$ cat src/rtl/sram_2p_march_bist_ctrl_pkg.sv
// March C- BIST shared definitions: element and FSM encodings, per-element
// traits (bit i of each mask describes element Ei), and PORT_SEL codes.
package sram_bist_pkg;

    typedef enum logic [2:0] {E0, E1, E2, E3, E4, E5} elem_e;
    typedef enum logic [1:0] {ST_IDLE, ST_RUN, ST_DRAIN, ST_DONE} state_e;

    localparam logic [5:0] ELEM_DOWN    = 6'b011000;
    localparam logic [5:0] ELEM_TWO_OPS = 6'b011110;
    localparam logic [5:0] ELEM_RD_ONE  = 6'b010100;
    localparam logic [5:0] ELEM_WR_ONE  = 6'b001010;

    localparam logic [1:0] PSEL_NONE = 2'b00;
    localparam logic [1:0] PSEL_A    = 2'b01;
    localparam logic [1:0] PSEL_B    = 2'b10;
    localparam logic [1:0] PSEL_AB   = 2'b11;

    // Two-op elements read first then write; E5 is a lone read, E0 a lone write.
    function automatic logic op_is_read(elem_e e, logic op);
        return (e == E5) || (ELEM_TWO_OPS[e] && !op);
    endfunction

endpackage

$ cat src/rtl/sram_2p_march_bist_ctrl_if.sv
// Host-control, macro-request and status bundle of the March C- BIST controller.
interface sram_2p_march_bist_ctrl_if #(
    parameter int DATA_W = 32,
    parameter int ADDR_W = 8,
    parameter int CNT_W  = 8
);
    logic              START;
    logic [1:0]        PORT_SEL;
    logic [DATA_W-1:0] A_DOUT;
    logic [DATA_W-1:0] B_DOUT;
    logic              BIST_EN;
    logic              BIST_A_MEN;
    logic              BIST_B_MEN;
    logic              BIST_WEN;
    logic              BIST_REN;
    logic [ADDR_W-1:0] BIST_ADDR;
    logic [DATA_W-1:0] BIST_DIN;
    logic [DATA_W-1:0] BIST_BM;
    logic              BUSY;
    logic              DONE;
    logic              FAIL;
    logic              FAIL_PORT;
    logic [ADDR_W-1:0] FAIL_ADDR;
    logic [CNT_W-1:0]  FAIL_COUNT;

    modport master (
        input  START, PORT_SEL, A_DOUT, B_DOUT,
        output BIST_EN, BIST_A_MEN, BIST_B_MEN, BIST_WEN, BIST_REN, BIST_ADDR,
               BIST_DIN, BIST_BM, BUSY, DONE, FAIL, FAIL_PORT, FAIL_ADDR, FAIL_COUNT
    );

    modport slave (
        output START, PORT_SEL, A_DOUT, B_DOUT,
        input  BIST_EN, BIST_A_MEN, BIST_B_MEN, BIST_WEN, BIST_REN, BIST_ADDR,
               BIST_DIN, BIST_BM, BUSY, DONE, FAIL, FAIL_PORT, FAIL_ADDR, FAIL_COUNT
    );
endinterface

$ cat src/rtl/sram_2p_march_bist_ctrl_cmp.sv
// Read-compare pipeline: delays each issued read until its DOUT is valid,
// detects mismatches and keeps sticky fail, first-fail location and a saturating count.
module sram_bist_cmp #(
    parameter int DATA_W = 32,
    parameter int ADDR_W = 8,
    parameter int RD_LAT = 1,
    parameter int CNT_W  = 8
) (
    input  logic              clk,
    input  logic              rst_n,
    input  logic              clr,
    input  logic              push,
    input  logic              push_port,
    input  logic [ADDR_W-1:0] push_addr,
    input  logic              push_exp,
    input  logic [DATA_W-1:0] a_dout,
    input  logic [DATA_W-1:0] b_dout,
    output logic              fail,
    output logic              fail_port,
    output logic [ADDR_W-1:0] fail_addr,
    output logic [CNT_W-1:0]  fail_count
);
    logic              valid_reg [RD_LAT+1];
    logic              port_reg  [RD_LAT+1];
    logic [ADDR_W-1:0] addr_reg  [RD_LAT+1];
    logic              exp_reg   [RD_LAT+1];

    // Stage 0 loads alongside the command registers, so stage RD_LAT lines up with DOUT.
    for (genvar gi = 0; gi <= RD_LAT; gi++) begin : g_stage
        if (gi == 0) begin : g_head
            always_ff @(posedge clk or negedge rst_n) begin
                if (!rst_n) begin
                    valid_reg[gi] <= 1'b0;
                    port_reg[gi]  <= 1'b0;
                    addr_reg[gi]  <= '0;
                    exp_reg[gi]   <= 1'b0;
                end else begin
                    valid_reg[gi] <= push;
                    port_reg[gi]  <= push_port;
                    addr_reg[gi]  <= push_addr;
                    exp_reg[gi]   <= push_exp;
                end
            end
        end else begin : g_tail
            always_ff @(posedge clk or negedge rst_n) begin
                if (!rst_n) begin
                    valid_reg[gi] <= 1'b0;
                    port_reg[gi]  <= 1'b0;
                    addr_reg[gi]  <= '0;
                    exp_reg[gi]   <= 1'b0;
                end else begin
                    valid_reg[gi] <= valid_reg[gi-1];
                    port_reg[gi]  <= port_reg[gi-1];
                    addr_reg[gi]  <= addr_reg[gi-1];
                    exp_reg[gi]   <= exp_reg[gi-1];
                end
            end
        end
    end

    logic [DATA_W-1:0] dout_sel;
    logic              mismatch;
    logic              fail_reg;
    logic              fail_port_reg;
    logic [ADDR_W-1:0] fail_addr_reg;
    logic [CNT_W-1:0]  fail_count_reg;

    assign dout_sel = port_reg[RD_LAT] ? b_dout : a_dout;
    assign mismatch = valid_reg[RD_LAT] && (dout_sel != {DATA_W{exp_reg[RD_LAT]}});

    always_ff @(posedge clk or negedge rst_n) begin
        if (!rst_n) begin
            fail_reg       <= 1'b0;
            fail_port_reg  <= 1'b0;
            fail_addr_reg  <= '0;
            fail_count_reg <= '0;
        end else if (clr) begin
            fail_reg       <= 1'b0;
            fail_port_reg  <= 1'b0;
            fail_addr_reg  <= '0;
            fail_count_reg <= '0;
        end else if (mismatch) begin
            fail_reg <= 1'b1;
            if (!fail_reg) begin
                fail_port_reg <= port_reg[RD_LAT];
                fail_addr_reg <= addr_reg[RD_LAT];
            end
            if (fail_count_reg != {CNT_W{1'b1}})
                fail_count_reg <= fail_count_reg + 1'b1;
        end
    end

    assign fail       = fail_reg;
    assign fail_port  = fail_port_reg;
    assign fail_addr  = fail_addr_reg;
    assign fail_count = fail_count_reg;

endmodule

$ cat src/rtl/sram_2p_march_bist_ctrl.sv
// March C- BIST controller for a two-port SRAM macro: FSM, element/address/op
// sequencing and registered command outputs; read checking lives in sram_bist_cmp.
module sram_2p_march_bist_ctrl #(
    parameter int DATA_W = 32,
    parameter int ADDR_W = 8,
    parameter int RD_LAT = 1,
    parameter int CNT_W  = 8
) (
    input  logic BIST_CLK,
    input  logic BIST_RST_N,
    sram_2p_march_bist_ctrl_if.master bus
);
    import sram_bist_pkg::*;

    localparam logic [ADDR_W-1:0] ADDR_LAST = {ADDR_W{1'b1}};

    state_e            state_reg;
    elem_e             elem_reg;
    logic [ADDR_W-1:0] addr_reg;
    logic              op_reg;
    logic              port_reg;
    logic              both_reg;
    logic [1:0]        drain_reg;
    logic              en_reg;
    logic              a_men_reg;
    logic              b_men_reg;
    logic              wen_reg;
    logic              ren_reg;
    logic [DATA_W-1:0] din_reg;
    logic [DATA_W-1:0] bm_reg;
    logic              done_reg;

    // Successor of the command currently on the bus.
    elem_e             elem_next;
    logic [ADDR_W-1:0] addr_next;
    logic              op_next;
    logic              elem_wrap;

    always_comb begin
        elem_next = elem_reg;
        addr_next = addr_reg;
        op_next   = 1'b0;
        elem_wrap = 1'b0;
        if (ELEM_TWO_OPS[elem_reg] && !op_reg) begin
            op_next = 1'b1;
        end else if (addr_reg == (ELEM_DOWN[elem_reg] ? '0 : ADDR_LAST)) begin
            if (elem_reg == E5) begin
                elem_wrap = 1'b1;
                elem_next = E0;
            end else begin
                elem_next = elem_e'(elem_reg + 3'd1);
            end
            addr_next = ELEM_DOWN[elem_next] ? ADDR_LAST : '0;
        end else if (ELEM_DOWN[elem_reg]) begin
            addr_next = addr_reg - 1'b1;
        end else begin
            addr_next = addr_reg + 1'b1;
        end
    end

    logic              start_ok;
    logic              run_end;
    logic              iss_valid;
    elem_e             iss_elem;
    logic [ADDR_W-1:0] iss_addr;
    logic              iss_op;
    logic              iss_port;
    logic              iss_rd;

    assign start_ok = ((state_reg == ST_IDLE) || (state_reg == ST_DONE)) && bus.START;
    // Wrapping past E5 on port A with both ports selected rolls straight into port B.
    assign run_end  = (state_reg == ST_RUN) && elem_wrap && !(both_reg && !port_reg);

    always_comb begin
        iss_valid = 1'b0;
        iss_elem  = E0;
        iss_addr  = '0;
        iss_op    = 1'b0;
        iss_port  = port_reg;
        if (start_ok && (bus.PORT_SEL != PSEL_NONE)) begin
            iss_valid = 1'b1;
            iss_port  = (bus.PORT_SEL == PSEL_B);
        end else if ((state_reg == ST_RUN) && !run_end) begin
            iss_valid = 1'b1;
            iss_elem  = elem_next;
            iss_addr  = addr_next;
            iss_op    = op_next;
            iss_port  = port_reg | elem_wrap;
        end
    end

    assign iss_rd = op_is_read(iss_elem, iss_op);

    always_ff @(posedge BIST_CLK or negedge BIST_RST_N) begin
        if (!BIST_RST_N) begin
            state_reg <= ST_IDLE;
            elem_reg  <= E0;
            addr_reg  <= '0;
            op_reg    <= 1'b0;
            port_reg  <= 1'b0;
            both_reg  <= 1'b0;
            drain_reg <= '0;
            en_reg    <= 1'b0;
            a_men_reg <= 1'b0;
            b_men_reg <= 1'b0;
            wen_reg   <= 1'b0;
            ren_reg   <= 1'b0;
            din_reg   <= '0;
            bm_reg    <= '1;
            done_reg  <= 1'b0;
        end else begin
            bm_reg    <= '1;
            a_men_reg <= iss_valid && !iss_port;
            b_men_reg <= iss_valid && iss_port;
            wen_reg   <= iss_valid && !iss_rd;
            ren_reg   <= iss_valid && iss_rd;
            din_reg   <= (iss_valid && !iss_rd && ELEM_WR_ONE[iss_elem]) ? '1 : '0;
            if (iss_valid) begin
                elem_reg <= iss_elem;
                addr_reg <= iss_addr;
                op_reg   <= iss_op;
                port_reg <= iss_port;
            end
            case (state_reg)
                ST_IDLE, ST_DONE: begin
                    if (bus.START) begin
                        both_reg <= (bus.PORT_SEL == PSEL_AB);
                        if (bus.PORT_SEL == PSEL_NONE) begin
                            state_reg <= ST_DONE;
                            done_reg  <= 1'b1;
                        end else begin
                            state_reg <= ST_RUN;
                            en_reg    <= 1'b1;
                            done_reg  <= 1'b0;
                        end
                    end
                end
                ST_RUN: begin
                    if (run_end) begin
                        state_reg <= ST_DRAIN;
                        drain_reg <= 2'(RD_LAT - 1);
                    end
                end
                ST_DRAIN: begin
                    if (drain_reg == 2'd0) begin
                        state_reg <= ST_DONE;
                        en_reg    <= 1'b0;
                        done_reg  <= 1'b1;
                    end else begin
                        drain_reg <= drain_reg - 2'd1;
                    end
                end
                default: state_reg <= ST_IDLE;
            endcase
        end
    end

    sram_bist_cmp #(
        .DATA_W (DATA_W),
        .ADDR_W (ADDR_W),
        .RD_LAT (RD_LAT),
        .CNT_W  (CNT_W)
    ) u_cmp (
        .clk        (BIST_CLK),
        .rst_n      (BIST_RST_N),
        .clr        (start_ok),
        .push       (iss_valid && iss_rd),
        .push_port  (iss_port),
        .push_addr  (iss_addr),
        .push_exp   (ELEM_RD_ONE[iss_elem]),
        .a_dout     (bus.A_DOUT),
        .b_dout     (bus.B_DOUT),
        .fail       (bus.FAIL),
        .fail_port  (bus.FAIL_PORT),
        .fail_addr  (bus.FAIL_ADDR),
        .fail_count (bus.FAIL_COUNT)
    );

    assign bus.BIST_EN    = en_reg;
    assign bus.BUSY       = en_reg;
    assign bus.BIST_A_MEN = a_men_reg;
    assign bus.BIST_B_MEN = b_men_reg;
    assign bus.BIST_WEN   = wen_reg;
    assign bus.BIST_REN   = ren_reg;
    assign bus.BIST_ADDR  = addr_reg;
    assign bus.BIST_DIN   = din_reg;
    assign bus.BIST_BM    = bm_reg;
    assign bus.DONE       = done_reg;

endmodule

$ cat src/flat_wrapper.sv
// flat-port wrapper written by rule: the top's interface ports become plain ports
module sram_2p_march_bist_ctrl_flat import sram_bist_pkg::*;
#(
    parameter int DATA_W = 32,
    parameter int ADDR_W = 8,
    parameter int RD_LAT = 1,
    parameter int CNT_W  = 8
)
  (BIST_CLK, BIST_RST_N, bus_START, bus_PORT_SEL, bus_A_DOUT, bus_B_DOUT, bus_BIST_EN, bus_BIST_A_MEN, bus_BIST_B_MEN, bus_BIST_WEN, bus_BIST_REN, bus_BIST_ADDR, bus_BIST_DIN, bus_BIST_BM, bus_BUSY, bus_DONE, bus_FAIL, bus_FAIL_PORT, bus_FAIL_ADDR, bus_FAIL_COUNT);
  sram_2p_march_bist_ctrl_if #(.DATA_W(DATA_W), .ADDR_W(ADDR_W), .CNT_W(CNT_W)) bus_i ();
  input  logic BIST_CLK;
  input  logic BIST_RST_N;
  input wire logic [$bits(bus_i.START)-1:0] bus_START;
  input wire logic [$bits(bus_i.PORT_SEL)-1:0] bus_PORT_SEL;
  input wire logic [$bits(bus_i.A_DOUT)-1:0] bus_A_DOUT;
  input wire logic [$bits(bus_i.B_DOUT)-1:0] bus_B_DOUT;
  output wire logic [$bits(bus_i.BIST_EN)-1:0] bus_BIST_EN;
  output wire logic [$bits(bus_i.BIST_A_MEN)-1:0] bus_BIST_A_MEN;
  output wire logic [$bits(bus_i.BIST_B_MEN)-1:0] bus_BIST_B_MEN;
  output wire logic [$bits(bus_i.BIST_WEN)-1:0] bus_BIST_WEN;
  output wire logic [$bits(bus_i.BIST_REN)-1:0] bus_BIST_REN;
  output wire logic [$bits(bus_i.BIST_ADDR)-1:0] bus_BIST_ADDR;
  output wire logic [$bits(bus_i.BIST_DIN)-1:0] bus_BIST_DIN;
  output wire logic [$bits(bus_i.BIST_BM)-1:0] bus_BIST_BM;
  output wire logic [$bits(bus_i.BUSY)-1:0] bus_BUSY;
  output wire logic [$bits(bus_i.DONE)-1:0] bus_DONE;
  output wire logic [$bits(bus_i.FAIL)-1:0] bus_FAIL;
  output wire logic [$bits(bus_i.FAIL_PORT)-1:0] bus_FAIL_PORT;
  output wire logic [$bits(bus_i.FAIL_ADDR)-1:0] bus_FAIL_ADDR;
  output wire logic [$bits(bus_i.FAIL_COUNT)-1:0] bus_FAIL_COUNT;
  assign bus_i.START = bus_START;
  assign bus_i.PORT_SEL = bus_PORT_SEL;
  assign bus_i.A_DOUT = bus_A_DOUT;
  assign bus_i.B_DOUT = bus_B_DOUT;
  assign bus_BIST_EN = bus_i.BIST_EN;
  assign bus_BIST_A_MEN = bus_i.BIST_A_MEN;
  assign bus_BIST_B_MEN = bus_i.BIST_B_MEN;
  assign bus_BIST_WEN = bus_i.BIST_WEN;
  assign bus_BIST_REN = bus_i.BIST_REN;
  assign bus_BIST_ADDR = bus_i.BIST_ADDR;
  assign bus_BIST_DIN = bus_i.BIST_DIN;
  assign bus_BIST_BM = bus_i.BIST_BM;
  assign bus_BUSY = bus_i.BUSY;
  assign bus_DONE = bus_i.DONE;
  assign bus_FAIL = bus_i.FAIL;
  assign bus_FAIL_PORT = bus_i.FAIL_PORT;
  assign bus_FAIL_ADDR = bus_i.FAIL_ADDR;
  assign bus_FAIL_COUNT = bus_i.FAIL_COUNT;
  sram_2p_march_bist_ctrl #(.DATA_W(DATA_W), .ADDR_W(ADDR_W), .RD_LAT(RD_LAT), .CNT_W(CNT_W)) u_core (.BIST_CLK(BIST_CLK), .BIST_RST_N(BIST_RST_N), .bus(bus_i));
endmodule
$ cat config.mk
export PLATFORM = sky130hd
export DESIGN_NAME = sram_2p_march_bist_ctrl_flat
export DESIGN_NICKNAME = d
export VERILOG_FILES = /design/src/rtl/sram_2p_march_bist_ctrl_pkg.sv /design/src/rtl/sram_2p_march_bist_ctrl_if.sv /design/src/rtl/sram_2p_march_bist_ctrl_cmp.sv /design/src/rtl/sram_2p_march_bist_ctrl.sv /design/src/flat_wrapper.sv
export SDC_FILE = /design/constraint.sdc
export NUM_CORES = 1
export LEC_CHECK = 0
export ABC_AREA = 0
export CORE_ASPECT_RATIO = 1.25
export CORE_MARGIN = 1
export CORE_UTILIZATION = 35
export CTS_CLUSTER_SIZE = 14
export DETAILED_ROUTE_END_ITERATION = 10
export PLACE_DENSITY = 0.67
export SYNTH_ARGS = -nofsm -noshare
export SYNTH_HDL_FRONTEND = slang
export SYNTH_HIERARCHICAL = 1
export SYNTH_SLANG_ARGS = --single-unit
$ cat constraint.sdc
create_clock -name BIST_CLK -period 3.4 [get_ports BIST_CLK]
set_clock_uncertainty 0.2 [all_clocks]
set_input_delay 0.68 -clock BIST_CLK [delete_from_list [all_inputs] [get_ports BIST_CLK]]
set_output_delay 0.68 -clock BIST_CLK [all_outputs]
set_load 0.02 [all_outputs]
==> impl_results.md, run 1 <==
* Clk Latency, worst-skew pair at 0.33 ns
* Root buffer cell: clkbuf_16
* Leading area contributor after synthesis: dfrtp_1
* CP peak stage delay at 0.43 ns
* WHS Path Cells at 0
* Wirelength per Cell at 13.6 um
* Crit path required time at 3.41 ns
* Setup crit end: u_core/elem_reg[1]$_DFFE_PN0P_
* Max-slew violations at 0
* Critical path startpoint category: flip-flop
* DR vias/cell at 4.93
* CP delay by family, top: simple AND/OR/NAND/NOR gates
* Mean Syn Cell Area at 9.34 um^2
* Post-route setup slack at 0.294 ns
* DRC Markers at 0
* VDD IR max at 0.311 mV
* Row count at 44
* Initial Util at 0.361
* Post CTS Setup Buffer Count at 0
* Hold Violations, Final at 0
* Post-synth EDFFs at 0
* Main synth FF type: dfrtp_1
* Vias in the first global route at 3422
* Reg power frac at 0.357
* Max H-tree Level at 3
* Initial DRT Pass Iterations at 4
* Combinational share of power at 0.286
* Reg2reg end: u_core/elem_reg[1]$_DFFE_PN0P_
* Reg2Reg Depth at 9
* Wire length reported by the detailed router at 9870 um
* Crit path kind: flip-flop to flip-flop
* Vias at 3563
* Clock power frac at 0.357
* Reg2reg setup slack at 0.29 ns
* WP depth at 9
* Area grow syn2layout at 34.6%
* Register bit total from synthesis at 65
* Synth unique cells at 69
* Full die area at 12400 um^2
* Antenna violations before repair at 0
* RSZ-0062 raised after global routing: no
* Io pins at 166
* Power Internal at 1.88 mW
* Die Y at 124 um
* # nets final at 637
* Fmax at 0.322 GHz
* Post-DP HPWL at 7490 um
* PostCTS Resize Cnt at 0
* # Max-Cap Violations at 0
* Critical path arrival at 3.12 ns
* CTS Hold Buffers Added at 0
* Post-synth top cells: buf_4, dfrtp_1, nand2_1, nor3_1, a21oi_1
* Core Region at 11600 um^2
* Crit. End Element: flip-flop
* Yosys warning total at 6
* I/O Buffers at 133
* Yosys top cell area share at 0.388
* Grt total ovfl at 0
* CP bufs+invs at 0
* R2R Path Start: u_core/elem_reg[1]$_DFFE_PN0P_
* Clock-pin slew on the worst setup and hold paths at 0.05 ns
* Crit path cell chain: and3b_1, or2_1, ha_1, and3_2, nand3_4, a211oi_4, and3_1, a21oi_1, a41o_1
* Period utilization at 0.914
* Synth Cell Area at 4190 um^2
* Critical Path Fanout Max at 9
* Mapped Cells at 449
* Setup_tns at 0 ns
* Max reg flops at 16
* CTS max path bufs at 2
* P_leak at 2.40 nW
* Status: finished clean
* Gpl congestion at 0.838
* Fraction of layout cells with a size suffix above 1 at 0.0961
* # diodes at 0
* Final Core Density at 0.486
* Final Setup Violations at 0
* Die Wd at 99.9 um
* Sequential area share after synthesis at 0.388
* Power density cells at 486 nW/um^2
* DRT antenna net count at 0
* Least-Margin Pin Slew at 0.821 ns
* Num CTS Buffers at 9
* Largest net degree at the start of global routing at 66
* Final Critical Period at 3.11 ns
* Dpl ws at 0.113 ns
* Normalized max-slew margin at 0.453
* NetSw at 0.861 mW
* Top post-synthesis cells by area: dfrtp_1, buf_4, nand2_1, ha_1, nor3_1
* Ys async rst share at 1.00
* Hold Path Class: flip-flop to flip-flop
* First-pass GRT wire length at 15900 um
* GRT Resource Usage Total at 0.160
* CP max stage cell: dfrtp_1
* Total clock sinks at 65
* Switching part of the total power at 0.314
* Initial DRC count at 150
* CTS tree: yes
* Crit path from: u_core/elem_reg[1]$_DFFE_PN0P_
==> cell type report <==
class                   instances  area (um^2)
fillers                      1066         5970
clock inverters                 7         95.1
inverters                      14         52.6
repair buffers                146         1420
well taps                     161          201
clock buffers                   9          225
flip-flops and latches         65         1630
multi-input cells             321         2020
==> kinds of logic (layout without fill, tap and decap cells) <==
group / after synthesis / in the layout / synth area share
XOR/XNOR: 5 / 5 / 0.0104
multiplexers: 14 / 14 / 0.0361
other: 1 / 32 / 0.000894
AO/OA/AOI/OAI: 91 / 91 / 0.160
flip-flops: 65 / 65 / 0.388
buffers and inverters: 94 / 176 / 0.158
adder cells (fa/ha/maj): 12 / 12 / 0.0370
AND/OR/NAND/NOR: 167 / 167 / 0.209
==> power groups by stage <==
stage	clock network (mW)	logic, mW	registers [mW]
6_report	0.979	0.784	0.980
5_1_grt	1.04	0.868	0.997
3_5_place_dp	0	0.784	0.995
3_3_place_gp	0	0.768	0.992
2_1_floorplan	0	0.471	1.02
4_1_cts	1.00	0.788	0.982
==> stage by stage <==
step                      cell area [um^2]  hold slack [ns]  power, mW  cells
after global routing                  5640            0.152       2.90    723
after global placement                5320            0.133       1.76    707
after detailed placement              5320            0.135       1.78    707
final                                 5640            0.146       2.74    723
after floorplan                       4310            0.131       1.49    480
after CTS                             5640            0.147       2.77    723
==> cells in the final DEF (no fill, tap or decap), drive strengths merged, types with 11 or more instances in the layout <==
| master | netlist | routed |
|---|---|---|
| clkdlybuf4s50 | 0 | 132 |
| nor3 | 25 | 25 |
| a21oi | 21 | 21 |
| nand2 | 52 | 52 |
| o21ai | 13 | 13 |
| a21o | 14 | 14 |
| conb | 1 | 32 |
| nor4 | 11 | 11 |
| mux2i | 11 | 11 |
| dfrtp | 65 | 65 |
| buf | 71 | 14 |
| nand3 | 15 | 15 |
| inv | 14 | 14 |
| nor2 | 20 | 20 |
==> worst reg2reg max path: stages (launching register included) <==
cell and delay, ns:
dfrtp_1 0.43, and3b_1 0.20, or2_1 0.38, ha_1 0.43
and3_2 0.25, nand3_4 0.12, a211oi_4 0.38, and3_1 0.31
a21oi_1 0.09, a41o_1 0.21
==> worst min-delay path by stage <==
stage                                              from                             endpoint  slack [ns]
finish                u_core/u_cmp/exp_reg[1]$_DFF_PN0_    u_core/u_cmp/exp_reg[0]$_DFF_PN0_        0.15
global route        u_core/u_cmp/addr_reg[15]$_DFF_PN0_   u_core/u_cmp/addr_reg[7]$_DFF_PN0_        0.15
CTS                 u_core/u_cmp/valid_reg[1]$_DFF_PN0_  u_core/u_cmp/valid_reg[0]$_DFF_PN0_        0.15
detailed placement  u_core/u_cmp/addr_reg[15]$_DFF_PN0_   u_core/u_cmp/addr_reg[7]$_DFF_PN0_        0.13
global placement    u_core/u_cmp/addr_reg[10]$_DFF_PN0_   u_core/u_cmp/addr_reg[2]$_DFF_PN0_        0.13
floorplan            u_core/u_cmp/addr_reg[8]$_DFF_PN0_   u_core/u_cmp/addr_reg[0]$_DFF_PN0_        0.13
==> layer usage <==
layer / vias up / share of wire / global-route usage
met4: 0 / 0.014 / 0.0683
li1: 1744 / - / -
met1: 1704 / 0.41 / 0.177
met5: - / 0 / 0
met3: 14 / 0.050 / 0.0297
met2: 101 / 0.53 / 0.294
Power figures use the tool's default switching activity.
==> run 2, diff against run 1 <==
CAP_MARGIN = 25   (was not set)
REMOVE_ABC_BUFFERS = 1   (was not set)
SLEW_MARGIN = 10   (was not set)
==> run 2 against run 1 <==
Combinational power up 0.9%. Cell area increased by 0.51%. Critical path depth is the same. Highest routed layer unchanged.
==> impl_results.md, run 2 (synthesis gave the netlist of run 1 again) <==
* Status: finished clean (unchanged)
* Crit. End Element: flip-flop (unchanged)
* Io pins at 166 (unchanged)
* Initial Util at 0.361 (unchanged)
* DRT antenna net count at 0 (unchanged)
* Critical Path Fanout Max at 10 (was 9)
* Crit path required time at 3.47 ns (was 3.41 ns)
* CP delay by family, top: simple AND/OR/NAND/NOR gates (unchanged)
* Largest net degree at the start of global routing at 66 (unchanged)
* Power Internal at 1.87 mW (was 1.88 mW)
* Row count at 44 (unchanged)
* Area grow syn2layout at 35.3% (was 34.6%)
* # Max-Cap Violations at 0 (unchanged)
* CTS tree: yes (unchanged)
* CP max stage cell: dfrtp_1 (unchanged)
* Commonest non-fill, non-tap cell in the layout: clkdlybuf4s50_1 (unchanged)
* Max H-tree Level at 3 (unchanged)
* Final Critical Period at 3.10 ns (was 3.11 ns)
* Switching part of the total power at 0.313 (was 0.314)
* VDD IR max at 0.225 mV (was 0.311 mV)
* Final Setup Violations at 0 (unchanged)
* Fmax at 0.323 GHz (was 0.322 GHz)
* Die Y at 124 um (unchanged)
* Post-DP HPWL at 7880 um (was 7490 um)
* Root buffer cell: clkbuf_16 (unchanged)
* Wire length reported by the detailed router at 10200 um (was 9870 um)
* Core Region at 11600 um^2 (unchanged)
* Reg power frac at 0.362 (was 0.357)
* DRC Markers at 0 (unchanged)
* Post-route insts no fill at 724 (was 723)
* RSZ-0062 raised after global routing: no (unchanged)
* Num CTS Buffers at 9 (unchanged)
* Vias at 3583 (was 3563)
* I/O Buffers at 133 (unchanged)
* Storage cell area at 1630 um^2 (unchanged)
* Grt total ovfl at 0 (unchanged)
* NetSw at 0.852 mW (was 0.861 mW)
* PostCTS Resize Cnt at 0 (unchanged)
* Power density cells at 480 nW/um^2 (was 486 nW/um^2)
* Fraction of layout cells with a size suffix above 1 at 0.0977 (was 0.0961)
* Clock-pin slew on the worst setup and hold paths at 0.05 ns (about the same)
* Setup_tns at 0 ns (unchanged)
* Hold Path Class: input port to async pin (was flip-flop to flip-flop)
* Max reg flops at 16 (unchanged)
* Full die area at 12400 um^2 (unchanged)
* Initial DRC count at 198 (was 150)
* Die Wd at 99.9 um (unchanged)
* Clk Latency, worst-skew pair at 0.33 ns (about the same)
* Critical path startpoint category: flip-flop (unchanged)
* P_leak at 2.41 nW (was 2.40 nW)
* CP peak stage delay at 0.44 ns (was 0.43 ns)
* DR vias/cell at 4.95 (was 4.93)
* Commonest non-fill, non-tap cells in the layout: clkdlybuf4s50_1, dfrtp_1, nand2_1 (unchanged)
* Hold Violations, Final at 0 (unchanged)
* Area of the multi-input gates at 2020 um^2 (unchanged)
* CP bufs+invs at 0 (unchanged)
* Combinational share of power at 0.290 (was 0.286)
* Period utilization at 0.910 (was 0.914)
* Vias in the first global route at 3546 (was 3422)
* CTS max path bufs at 2 (unchanged)
* Gpl congestion at 0.837 (was 0.838)
* CTS Hold Buffers Added at 0 (unchanged)
* Post CTS Setup Buffer Count at 0 (unchanged)
* Final Core Density at 0.488 (was 0.486)
* DP Cell Count at 708 (was 707)
* Wirelength per Cell at 14.1 um (was 13.6 um)
* GRT Resource Usage Total at 0.170 (was 0.160)
* Clock power frac at 0.348 (was 0.357)
* Initial DRT Pass Iterations at 4 (unchanged)
* Least-Margin Pin Slew at 0.849 ns (was 0.821 ns)
* Antenna violations before repair at 0 (unchanged)
* Filler cells at 1083 (was 1066)
* Critical path arrival at 3.16 ns (was 3.12 ns)
* Crit path kind: flip-flop to flip-flop (unchanged)
* First-pass GRT wire length at 16900 um (was 15900 um)
* Crit path cell chain: and3b_1, or2_1, ha_1, and3_2, nand3_4, o21a_1, nand4_2, a31oi_1, a21o_1 (was and3b_1, or2_1, ha_1, and3_2, nand3_4, a211oi_4, and3_1, a21oi_1, a41o_1)
* # nets final at 638 (was 637)
* Max-slew violations at 0 (unchanged)
* Normalized max-slew margin at 0.434 (was 0.453)
* # diodes at 0 (unchanged)
* Total clock sinks at 65 (unchanged)
==> run 2: cell count changes in the layout (fill, tap and decap cells not counted), sizes merged <==
cell	change
clkbuf	+3
clkinv	-3
buf	+1
bufinv	-1
clkinvlp	+1
==> run 2: through the flow <==
| step | cell area [um^2] | setup slack (ns) | hold WS (ns) | total power [mW] |
|---|---|---|---|---|
| final | 5670 | 0.305 | 0.140 | 2.72 |
| after global routing | 5670 | 0.116 | 0.151 | 2.87 |
| after CTS | 5670 | 0.303 | 0.148 | 2.75 |
| after detailed placement | 5360 | 0.0939 | 0.137 | 1.79 |
| after global placement | 5360 | 0.105 | 0.133 | 1.77 |
| after floorplan | 3700 | -1.58 | 0.131 | 1.43 |
==> run 2: final timing paths <==
check / endpoint / depth (start not counted) / slack, ns / from
worst max-delay path: u_core/u_cmp/addr_reg[14]$_DFF_PN0_ / 9 / 0.30 / u_core/elem_reg[1]$_DFFE_PN0P_
worst min-delay path: u_core/bus.BIST_ADDR[6]$_DFFE_PN0P_ / 2 / 0.14 / BIST_RST_N
worst max register to register: u_core/u_cmp/addr_reg[14]$_DFF_PN0_ / 9 / 0.30 / u_core/elem_reg[1]$_DFFE_PN0P_
worst min register to register: u_core/u_cmp/addr_reg[0]$_DFF_PN0_ / 0 / 0.14 / u_core/u_cmp/addr_reg[8]$_DFF_PN0_
max in group asynchronous: u_core/port_reg$_DFFE_PN0P_ / 2 / 2.55 / BIST_RST_N
min in group BIST_CLK: u_core/u_cmp/addr_reg[0]$_DFF_PN0_ / 0 / 0.14 / u_core/u_cmp/addr_reg[8]$_DFF_PN0_
==> run 2: metal layers <==
metal	routed length (um)	global-route usage
met5	0	0
met4	261	0.0692
met3	511	0.0297
met2	5600	0.327
met1	3840	0.177
==> run 2: layout make-up <==
type                    instances  share of cell area
clock inverters                 4             0.00882
well taps                     161              0.0355
repair buffers                147               0.257
inverters                      14             0.00926
clock buffers                  12              0.0470
flip-flops and latches         65               0.287
multi-input cells             321               0.356
==> run 2: power by group through the flow <==
stage	registers, mW	logic (mW)	clock network, mW
detailed placement	0.998	0.793	0
global placement	0.993	0.773	0
finish	0.985	0.791	0.949
global route	1.00	0.872	0.999
CTS	0.987	0.797	0.968
floorplan	1.03	0.397	0
